[src/rtl/nav_pkg.sv]
// nav_pkg: encodings shared by the navigation-side control blocks.
//   task_state_e : task_fsm state as seen on state_enc
//   action_e     : motor command codes
//   grant_id_e   : owner of the command currently on the motor channel
//   arb_state_e  : action_arbiter sequencing state
//   requester_eligible() : whether a requester may hold the channel in a task state
package nav_pkg;

    typedef enum logic [2:0] {
        TS_IDLE     = 3'd0,
        TS_NAVIGATE = 3'd1,
        TS_INSPECT  = 3'd2,
        TS_TRANSMIT = 3'd3,
        TS_COMPLETE = 3'd4
    } task_state_e;

    typedef enum logic [1:0] {
        ACT_STOP  = 2'd0,
        ACT_FWD   = 2'd1,
        ACT_LEFT  = 2'd2,
        ACT_RIGHT = 2'd3
    } action_e;

    typedef enum logic [1:0] {
        GID_NONE   = 2'd0,
        GID_SAFETY = 2'd1,
        GID_NAV    = 2'd2,
        GID_INSP   = 2'd3
    } grant_id_e;

    typedef enum logic [1:0] {
        ARB_IDLE  = 2'd0,
        ARB_ISSUE = 2'd1,
        ARB_HOLD  = 2'd2,
        ARB_FAULT = 2'd3
    } arb_state_e;

    // Safety (and an ownerless command) is never tied to a task state.
    function automatic logic requester_eligible(input logic [1:0] id, input logic [2:0] st);
        logic ok;
        case (id)
            GID_NAV:  ok = (st == TS_NAVIGATE);
            GID_INSP: ok = (st == TS_INSPECT);
            default:  ok = 1'b1;
        endcase
        return ok;
    endfunction

endpackage

[src/rtl/action_prio_sel.sv]
// action_prio_sel: eligibility mask and fixed-priority select for the three
// action requesters (safety > nav > insp).
//   en             : selection allowed (arbiter idle, out of reset)
//   state_enc      : task_fsm state, gates nav and insp
//   *_valid/*_action : requester inputs
//   ready[2:0]     : one-hot grant {insp, nav, safety}
//   sel_action     : action of the selected requester (STOP when none)
//   sel_id         : grant id of the selected requester (NONE when none)
module action_prio_sel
    import nav_pkg::*;
(
    input  logic       en,
    input  logic [2:0] state_enc,
    input  logic       safety_valid,
    input  logic [1:0] safety_action,
    input  logic       nav_valid,
    input  logic [1:0] nav_action,
    input  logic       insp_valid,
    input  logic [1:0] insp_action,
    output logic [2:0] ready,
    output logic [1:0] sel_action,
    output logic [1:0] sel_id
);

    logic nav_req;
    logic insp_req;

    assign nav_req  = nav_valid  && requester_eligible(GID_NAV,  state_enc);
    assign insp_req = insp_valid && requester_eligible(GID_INSP, state_enc);

    always_comb begin
        ready      = 3'b000;
        sel_action = ACT_STOP;
        sel_id     = GID_NONE;
        if (en) begin
            if (safety_valid) begin
                ready      = 3'b001;
                sel_action = safety_action;
                sel_id     = GID_SAFETY;
            end else if (nav_req) begin
                ready      = 3'b010;
                sel_action = nav_action;
                sel_id     = GID_NAV;
            end else if (insp_req) begin
                ready      = 3'b100;
                sel_action = insp_action;
                sel_id     = GID_INSP;
            end
        end
    end

endmodule

[src/rtl/action_arbiter.sv]
// action_arbiter: shares the motor-command channel between the safety monitor,
// navigation and inspection, with a minimum hold per command, safety
// preemption, task-exit abort and a driver-timeout fault.
//   clk, rst (async, active-low)
//   state_enc                      : task_fsm state
//   safety/nav/insp _valid,_action : requests; _ready accepts them (combinational)
//   motor_valid, motor_action      : command to the driver; motor_ready accepts it
//   grant_id                       : owner of the current command
//   busy                           : arbiter not idle
//   fault, fault_clr               : latched driver timeout and its clear pulse
//
// state | meaning
// IDLE  | grant highest-priority eligible requester
// ISSUE | command offered to driver, timeout running, no preemption
// HOLD  | command accepted, minimum hold running; safety preempt / task-exit abort
// FAULT | driver never accepted; channel forced to STOP until fault_clr
module action_arbiter
    import nav_pkg::*;
#(
    parameter int HOLD_CYCLES    = 50,
    parameter int TIMEOUT_CYCLES = 1000
) (
    input  logic       clk,
    input  logic       rst,
    input  logic [2:0] state_enc,
    input  logic       safety_valid,
    input  logic [1:0] safety_action,
    output logic       safety_ready,
    input  logic       nav_valid,
    input  logic [1:0] nav_action,
    output logic       nav_ready,
    input  logic       insp_valid,
    input  logic [1:0] insp_action,
    output logic       insp_ready,
    output logic       motor_valid,
    output logic [1:0] motor_action,
    input  logic       motor_ready,
    output logic [1:0] grant_id,
    output logic       busy,
    output logic       fault,
    input  logic       fault_clr
);

    localparam int HW = $clog2(HOLD_CYCLES + 1);
    localparam int TW = $clog2(TIMEOUT_CYCLES + 1);

    arb_state_e    state;
    logic [HW-1:0] hold_cnt;
    logic [TW-1:0] tmo_cnt;
    logic [2:0]    idle_ready;
    logic [1:0]    sel_action;
    logic [1:0]    sel_id;
    logic          preempt;
    logic          abort;

    // Readies are held low while reset is asserted, even with valids high.
    action_prio_sel u_prio_sel (
        .en            (state == ARB_IDLE && rst),
        .state_enc     (state_enc),
        .safety_valid  (safety_valid),
        .safety_action (safety_action),
        .nav_valid     (nav_valid),
        .nav_action    (nav_action),
        .insp_valid    (insp_valid),
        .insp_action   (insp_action),
        .ready         (idle_ready),
        .sel_action    (sel_action),
        .sel_id        (sel_id)
    );

    // motor_action still carries the latched command throughout HOLD.
    assign preempt = (state == ARB_HOLD) && safety_valid && (safety_action != motor_action);
    assign abort   = (state == ARB_HOLD) && !requester_eligible(grant_id, state_enc);

    assign safety_ready = idle_ready[0] | preempt;
    assign nav_ready    = idle_ready[1];
    assign insp_ready   = idle_ready[2];
    assign busy         = (state != ARB_IDLE);

    always_ff @(posedge clk or negedge rst) begin
        if (!rst) begin
            state        <= ARB_IDLE;
            motor_valid  <= 1'b0;
            motor_action <= ACT_STOP;
            grant_id     <= GID_NONE;
            fault        <= 1'b0;
            hold_cnt     <= '0;
            tmo_cnt      <= '0;
        end else begin
            case (state)
                ARB_IDLE: begin
                    if (|idle_ready) begin
                        state        <= ARB_ISSUE;
                        motor_valid  <= 1'b1;
                        motor_action <= sel_action;
                        grant_id     <= sel_id;
                        tmo_cnt      <= TW'(TIMEOUT_CYCLES);
                    end
                end
                ARB_ISSUE: begin
                    if (motor_ready) begin
                        state       <= ARB_HOLD;
                        motor_valid <= 1'b0;
                        hold_cnt    <= HW'(HOLD_CYCLES);
                        tmo_cnt     <= '0;
                    end else if (tmo_cnt <= TW'(1)) begin
                        state        <= ARB_FAULT;
                        motor_valid  <= 1'b0;
                        motor_action <= ACT_STOP;
                        grant_id     <= GID_NONE;
                        fault        <= 1'b1;
                        tmo_cnt      <= '0;
                    end else begin
                        tmo_cnt <= tmo_cnt - TW'(1);
                    end
                end
                ARB_HOLD: begin
                    // Safety outranks abort, and both outrank hold expiry.
                    if (preempt) begin
                        state        <= ARB_ISSUE;
                        motor_valid  <= 1'b1;
                        motor_action <= safety_action;
                        grant_id     <= GID_SAFETY;
                        tmo_cnt      <= TW'(TIMEOUT_CYCLES);
                        hold_cnt     <= '0;
                    end else if (abort) begin
                        state        <= ARB_ISSUE;
                        motor_valid  <= 1'b1;
                        motor_action <= ACT_STOP;
                        grant_id     <= GID_NONE;
                        tmo_cnt      <= TW'(TIMEOUT_CYCLES);
                        hold_cnt     <= '0;
                    end else if (hold_cnt <= HW'(1)) begin
                        state    <= ARB_IDLE;
                        grant_id <= GID_NONE;
                        hold_cnt <= '0;
                    end else begin
                        hold_cnt <= hold_cnt - HW'(1);
                    end
                end
                ARB_FAULT: begin
                    if (fault_clr) begin
                        state <= ARB_IDLE;
                        fault <= 1'b0;
                    end
                end
                default: state <= ARB_IDLE;
            endcase
        end
    end

endmodule
[config.mk]
export PLATFORM = sky130hd
export DESIGN_NAME = action_arbiter
export DESIGN_NICKNAME = d
export VERILOG_FILES = /design/src/rtl/nav_pkg.sv /design/src/rtl/action_prio_sel.sv /design/src/rtl/action_arbiter.sv
export SDC_FILE = /design/constraint.sdc
export NUM_CORES = 1
export LEC_CHECK = 0
export CORE_MARGIN = 4
export CORE_UTILIZATION = 45
export DETAILED_ROUTE_END_ITERATION = 6
export PLACE_DENSITY = 0.78
export SLEW_MARGIN = 0
export SYNTH_ARGS = -nofsm -noshare
export SYNTH_HDL_FRONTEND = slang
export SYNTH_SLANG_ARGS = --single-unit
export TNS_END_PERCENT = 1
[constraint.sdc]
create_clock -name clk -period 3.6 [get_ports clk]
set_input_delay 0.54 -clock clk [delete_from_list [all_inputs] [get_ports clk]]
set_output_delay 0.54 -clock clk [all_outputs]
set_load 0.05 [all_outputs]
# After elaboration in Yosys (flattened, before gate mapping)
# Cells that the tools add are included.
[totals] inputBits=16 n_memories=0 output_inout_bits=10 wordCells=100 register_bits=24 ram_bits=0 latchBits=0 mem_bits_ro=0
[op_classes] n_div=0 n_eq_ne=16 order_cmp=2 n_reduce_logical=20 mul=0 add_sub_neg=2 n_mux=52 shifts=0 bitwise_logic=1
[op_table] op="10-bit 2-to-1 mux" n=5
[op_table] op="2-bit 2-to-1 mux" n=23
[op_table] op="10-bit case mux with 3 select lines" n=1
[op_table] op="6-bit 2-to-1 mux" n=4
[op_table] op="3-bit 2-to-1 mux" n=4
[op_table] op="2-bit case mux with 3 select lines" n=2
[op_table] op="6-bit case mux with 2 select lines" n=1
[op_table] op="4-bit AND reduction" n=3
[op_table] op="10-bit by 1-bit <= comparator with 1-bit output (second input constant)" n=1
[op_table] op="5-bit AND reduction" n=2
[op_table] op="10-bit by 1-bit subtractor with 10-bit output (second input constant)" n=1
[op_table] op="2-bit equality test (second input constant)" n=4
[op_table] op="1-bit 2-to-1 mux" n=8
[op_table] op="2-bit inequality test (second input constant)" n=4
[op_table] op="2-bit case mux with 4 select lines" n=1
[op_table] op="6-bit by 1-bit <= comparator with 1-bit output (second input constant)" n=1
[op_table] op="1-bit logical AND" n=6
[op_table] op="3-bit inequality test (second input constant)" n=2
[op_table] op="2-bit nonzero test" n=3
[op_table] op="6-bit by 1-bit subtractor with 6-bit output (second input constant)" n=1
[op_table] op="4-bit by 3-bit inequality test with 1-bit output (second input constant)" n=1
[op_table] op="1-bit case mux with 2 select lines" n=2
[op_table] op="3-bit by 1-bit equality test with 1-bit output (second input constant)" n=1
[op_table] op="3-bit by 2-bit equality test with 1-bit output (second input constant)" n=1
[op_table] op="11 further kinds" n=11

# Logic depth before layout (Yosys ltp)
# Gate-level depths: netlist of run 1.
[logic_depth] word_depth=9 depth_mapped=8 mapped_depth_nobuf=7

# Modules after synthesis
# From an unflattened synthesis of run 1, not the netlist that was laid out.
[hier_totals] hier_cells=186 hier_area_um2=1704.1
[modules_own_cells] mod="action_arbiter" area_per_inst_um2=1611.5 cells_per_inst=173 seq_area_each_um2=600.6 n_inst=1
[modules_own_cells] mod="action_prio_sel" area_per_inst_um2=92.6 cells_per_inst=13 seq_area_each_um2=0.0 n_inst=1

# Least setup slack after synthesis of run 1
# Ideal clock, no wire load.
[synth_path] kind="input-to-output" startpoint="input state_enc[0]" endpoint="output insp_ready" arrival_time_ns=2.189 path_buffers=0 setup_slack_ns=0.871 path_stages=2 required_ns=3.060 path_cell_list="nor4bb_1 -> nor3b_1"
[synth_between] elab_chain_len=6 elab_cells_between_ends=8 cone_classes="eq/ne: 2; mux: 4; reduce/logical: 2"
[synth_rtl] item="from (decl)" line_no="action_arbiter.sv:25" rtl="input logic [2:0] state_enc,"
[synth_rtl] item="3-bit by 2-bit equality test with 1-bit output" line_no="nav_pkg.sv:43" rtl="GID_INSP: ok = (st == TS_INSPECT);"
[synth_rtl] item="1-bit logical AND" line_no="action_prio_sel.sv:29" rtl="assign insp_req = insp_valid && requester_eligible(GID_INSP, state_enc);"
[synth_rtl] item="3-bit 2-to-1 mux" line_no="action_prio_sel.sv:44" rtl="end else if (insp_req) begin"
[synth_rtl] item="3-bit 2-to-1 mux *" line_no="action_prio_sel.sv:40" rtl="end else if (nav_req) begin"
[synth_rtl] item="3-bit 2-to-1 mux *" line_no="action_prio_sel.sv:36" rtl="if (safety_valid) begin"
[synth_rtl] item="3-bit 2-to-1 mux *" line_no="action_prio_sel.sv:35" rtl="if (en) begin"
[synth_rtl] item="to (decl)" line_no="action_arbiter.sv:34" rtl="output logic insp_ready,"
# Mark *: on every way between the ends. The rest lies on a longest branch, timed or not.

# Worst setup path in the final report of run 1
[layout_path] startpoint="input state_enc[1]" endpoint="output insp_ready"
# The elaborated chain is that of the path after synthesis.

==> results of run 1 <==
-- sequential cells by signal, summed over array words and instances, names as in the netlist --
signal / flops
fault: 1
state: 2
hold_cnt: 6
tmo_cnt: 10
grant_id: 2
motor_valid: 1
motor_action: 2
-- cell usage after synthesis (all sizes together) (2+ instances only) --
| cell | count | area share [%] |
|---|---|---|
| mux2 | 6 | 3.8 |
| clkbuf | 5 | 1.1 |
| xor2 | 2 | 0.99 |
| a22o | 3 | 1.5 |
| nand2 | 13 | 2.8 |
| inv | 17 | 3.6 |
| a221oi | 2 | 0.99 |
| a21oi | 11 | 3.1 |
| o21ai | 23 | 6.7 |
| a31oi | 3 | 1.1 |
| o41ai | 2 | 3.1 |
| nand2b | 2 | 0.71 |
| dfrtp | 24 | 34 |
| nand3b | 2 | 0.85 |
| o31ai | 3 | 1.3 |
| or2 | 2 | 0.71 |
| buf | 2 | 0.85 |
| nand3 | 4 | 1.1 |
| nor4bb | 2 | 1.1 |
| o311ai | 2 | 0.99 |
| nor3b | 3 | 1.3 |
| a21o | 2 | 0.85 |
| nor4 | 3 | 1.8 |
| mux2i | 2 | 1.1 |
| a211o | 2 | 0.99 |
| nor2 | 17 | 3.6 |
| or3 | 5 | 1.8 |
| o22ai | 2 | 0.71 |
| nor3 | 11 | 3.1 |
| ha | 9 | 6.4 |
-- metrics by stage --
step / power [mW] / cells / hold WS (ps)
finish: 1.74 / 273 / 475
global route: 1.88 / 273 / 474
CTS: 1.74 / 273 / 475
floorplan: 1.24 / 201 / 244
global placement: 1.47 / 269 / 492
detailed placement: 1.49 / 269 / 496
-- worst paths after layout --
kind,cells past startpoint,slack [ps],end
max in group asynchronous,2,2540,tmo_cnt[1]
setup reg to reg,7,1220,grant_id[0]
hold / removal,1,470,grant_id[0]
setup / recovery,4,840,insp_ready
hold reg to reg,1,510,tmo_cnt[5]
min in group clk,1,510,tmo_cnt[5]
-- metal layers --
| layer | GRT usage (%) | part of all wire [%] | up-vias |
|---|---|---|---|
| li1 | - | - | 801 |
| met1 | 23.7 | 49 | 764 |
| met2 | 27.7 | 45 | 40 |
| met3 | 3.55 | 5.0 | 7 |
| met4 | 3.55 | 0.97 | 0 |
| met5 | 0 | 0 | - |
-- report_power, final --
group	internal (mW)	leakage [nW]	total [mW]	switching [mW]
Clock	0.149	0.0357	0.247	0.0976
Combinational	0.391	0.573	1.00	0.610
Sequential	0.380	0.289	0.493	0.113
-- kinds of logic (layout without fill, tap and decap cells) --
logic type / count (synthesis) / after routing / synth area share [%]
xor gates and xnor gates: 2 / 2 / 0.994
AOI/OAI and AO/OA: 67 / 67 / 27.5
and+or+nand+nor: 67 / 67 / 20.5
muxes: 8 / 8 / 4.97
buffers and inverters: 24 / 48 / 5.54
adders and majority gates: 9 / 9 / 6.39
DFF: 24 / 24 / 34.1
-- area by class of cell --
| class | count | area (um2) | share of cell area (%) |
|---|---|---|---|
| Timing Repair Buffer | 27 | 283 | 13.2 |
| Multi-Input combinational cell | 153 | 1060 | 49.7 |
| Clock buffer | 3 | 41.3 | 1.93 |
| Clock inverter | 1 | 30.0 | 1.40 |
| Sequential cell | 24 | 601 | 28.0 |
| Tap cell | 48 | 60.1 | 2.80 |
| Inverter | 17 | 63.8 | 2.98 |
==> flow_summary.ini, run 1 <==
[status]
status = complete, no violations

[hold_path]
hold_class = input pin to async pin

[critical_path]
critPathTopFamily = simple AND/OR/NAND/NOR gates
cp.required_ps = 3060
start_kind = input pin
end_kind = output port
worstSetupPathType = input pin to output port
arrival_ps = 2220
crit_slowest_cell = clkdlybuf4s50_1
r2r-start = tmo_cnt[1]
crit_chain = clkdlybuf4s50_1 > nor4bb_1 > nor3b_1 > buf_12
crit_buf_inv = 2
cpPeakStageDelay_ps = 560
cp_max_fo = 7
startpoint = state_enc[1]

[synthesis]
synth_seq_cells = 24
ys_types = 51
netlist_area_mm2 = 0.00176
postSynthCellCount = 201
yosysWarnings = 0
yosysSeqAreaShare_pct = 34.1
synth_area_per_cell_um2 = 8.77
synth_fp_nets = 226
synth_edf_count = 0
ys_async_sr_fraction_pct = 100
synth_ff_type = dfrtp_1

[finish]
utilization_pct = 57.7
nFillCells = 331
layout_common_cells = 24 x dfrtp_1, 22 x clkdlybuf4s50_1, 20 x o21ai_0
finalInstanceArea_mm2 = 0.00214
drive_gt1_share_pct = 8.89
fin_nets = 251
syn2layout_area_growth_pct = 21.6
antenna_cells = 0
mostFrequentLayoutCell = dfrtp_1

[floorplan]
fp.dieW_um = 70.6
die_h_um = 70.6
start_util_pct = 47.4
row_count = 22
core_mm2 = 0.00372
die-area_mm2 = 0.00498
io_pins = 26

[run]
cap_violations = 0

[timing]
clock_skew_ps = 6.79
slew-limit-headroom_pct = 57.1
worstMarginPinSlew_ps = 642
post-route-min-period_ps = 2760
setup_ws_ps = 845
hold_violations = 0
timing.setup.tns_ps = 0
slew_viol_final = 0
max_clock_freq_ghz = 0.363
rsz0062_at_grt = no
finalSetupViolCount = 0
fin_crit_sh_pct = 76.5

[routing]
drc = 0
via_per_inst = 5.90
ant_nets = 0
drt_iter0_drc = 72
first_pass_iters = 4
vias = 1612
avgRoutedWirePerCell_um = 15.1
wirelength_um = 4110

[pwr]
p_leak_nw = 0.897
ir_drop_mv = 0.460
power.density_mw_per_mm2 = 813

[placed_design]
dp_hpwl_um = 3040
io_buffers = 25
gp_routability_congestion = 0.857
preCtsSetupSlack_ps = 743
place_area_mm2 = 0.00207

[grt]
grtUsageTotal_pct = 17.1
grt_pass1_wl_um = 6980
grt_antenna_before_repair = 0
grt-ovfl-total = 0
grt_max_degree = 25
grt_pass1_vias = 1470

[clock_network]
clock_latency_ps = 280
ctsResizeCount = 0
cts_hold_buffers = 0
clk_transition_reported_paths_ps = 100
cts.sinks = 24
tritoncts = yes
cts_setup_buffers = 0
clockBufferDepth = 2
cts_buffers = 3
root_buffer = clkbuf_8
h-tree-depth = 1
(Power assumes the default switching activity.)
==> inputs of run 2 (changes only) <==
Settings changed: PLACE_DENSITY 0.78 to 0.81.
Clock period 3.6 ns to 2.41 ns, I/O delays scaled along.
==> run 2 against run 1 <==
Against the previous run:
- worst hold slack worse by 13 ps
- highest routed layer unchanged
- cell count grew 5.5%
- count of clock-buffer cells in the layout is 1 higher
- combinational power rose by 63%
- critical endpoint is now state[1]
- die area stayed put
- largest power group unchanged
- sequential power increased by 49%
- first-iteration DRC count up 28%
==> flow_summary.ini, run 2 (synthesis results as in run 1) <==
[status]
status = complete, no violations

[clock_network]
root_buffer = clkbuf_8
clock_latency_ps = 270
cts.sinks = 24
ctsResizeCount = 0
clockBufferDepth = 2
cts_hold_buffers = 0
cts_setup_buffers = 0
h-tree-depth = 1
clk_transition_reported_paths_ps = 90
cts_buffers = 3
tritoncts = yes

[finish]
syn2layout_area_growth_pct = 27.8
fin_cells = 288
layout_common_cells = 24 x dfrtp_1, 22 x clkdlybuf4s50_1, 20 x o21ai_0
reg_top3 = tmo_cnt (10), hold_cnt (6)
mostFrequentLayoutCell = dfrtp_1
fin_nets = 266
antenna_cells = 0
drive_gt1_share_pct = 14.6
regMostFlops = tmo_cnt
largest_register_ffs = 10

[grt]
grt_pass1_wl_um = 7440
top_usage_layer = met2
grt_pass1_vias = 1620
use_met2_pct = 28.6
grt_antenna_before_repair = 0
grt_max_degree = 17
grtUsageTotal_pct = 18.1
met1_usage_pct = 24.9
grt-ovfl-total = 0
met3_usage_pct = 2.70

[routing]
first_pass_iters = 4
ant_nets = 0
vias = 1701
via_per_inst = 5.91
wirelength_um = 4320
drc = 0
drt_iter0_drc = 92
avgRoutedWirePerCell_um = 15.0

[floorplan]
start_util_pct = 47.4
core_mm2 = 0.00372
row_count = 22
fp.dieW_um = 70.6
die_h_um = 70.6
die-area_mm2 = 0.00498
io_pins = 26

[critical_path]
cp_max_fo = 6
cp.required_ps = 2610
worstSetupPathType = flip-flop to flip-flop
r2r_slack_ps = 100
start_kind = flip-flop
arrival_ps = 2510
end_kind = flip-flop

[hold_path]
hold_class = input pin to async pin

[timing]
slew_viol_final = 0
post-route-min-period_ps = 2310
fin_crit_sh_pct = 96.0
max_clock_freq_ghz = 0.432
clock_skew_ps = 5.67
hold_violations = 0
worstMarginPinSlew_ps = 597
slew-limit-headroom_pct = 60.1
finalSetupViolCount = 0
rsz0062_at_grt = no
timing.setup.tns_ps = 0

[pwr]
p_leak_nw = 0.968
power.density_mw_per_mm2 = 1170
ir_drop_mv = 0.802

[placed_design]
dp_hpwl_um = 3330
dpl.cell_count = 284
io_buffers = 25
gp_routability_congestion = 0.872

[run]
cap_violations = 0
-- run 2: path summary, 6_finish.rpt --
path	start	end	depth (start not counted)
setup / recovery	tmo_cnt[2]	state[1]	5
min in group clk	tmo_cnt[5]	tmo_cnt[5]	1
hold reg to reg	tmo_cnt[5]	tmo_cnt[5]	1
setup reg to reg	tmo_cnt[2]	state[1]	5
max in group asynchronous	rst	tmo_cnt[3]	3
hold / removal	rst	tmo_cnt[9]	2
-- run 2: area by class of cell --
cell class / count / area [um2]
Timing Repair Buffer: 42 / 408
Multi-Input combinational cell: 153 / 1060
Sequential cell: 24 / 601
Clock buffer: 4 / 55.1
Fill cell: 324 / 1460
Tap cell: 48 / 60.1
Inverter: 17 / 63.8
-- run 2: per-stage QoR --
stage               hold WS [ps]  instance area, um2  setup slack (ps)  utilization (%)  total power, mW
finish                       462                2250              96.2             60.6             2.64
global route                 471                2250              36.2             60.6             2.84
CTS                          462                2250               113             60.6             2.64
detailed placement           494                2200              11.1             59.1             2.35
global placement             491                2200               107             59.1             2.31
floorplan                   65.9                1760              37.9                -             1.85
-- run 2: worst max-delay path, stage by stage (launching register included) --
cell and delay (ps):
dfrtp_1 440, or4_4 570, o41ai_4 510, o21ai_2 120
a211oi_2 360, mux2i_1 240
-- run 2: power by group --
group / internal (mW) / leakage, nW / switching (mW) / total (mW)
clock: 0.146 / 0.0288 / 0.134 / 0.280
combinational: 0.673 / 0.650 / 0.955 / 1.63
sequential: 0.568 / 0.289 / 0.166 / 0.734
-- run 2: metal layers --
metal,up-vias,wire (um)
li1,827,-
met1,800,2000
met2,66,2040
met3,8,209
met4,0,73
met5,-,0
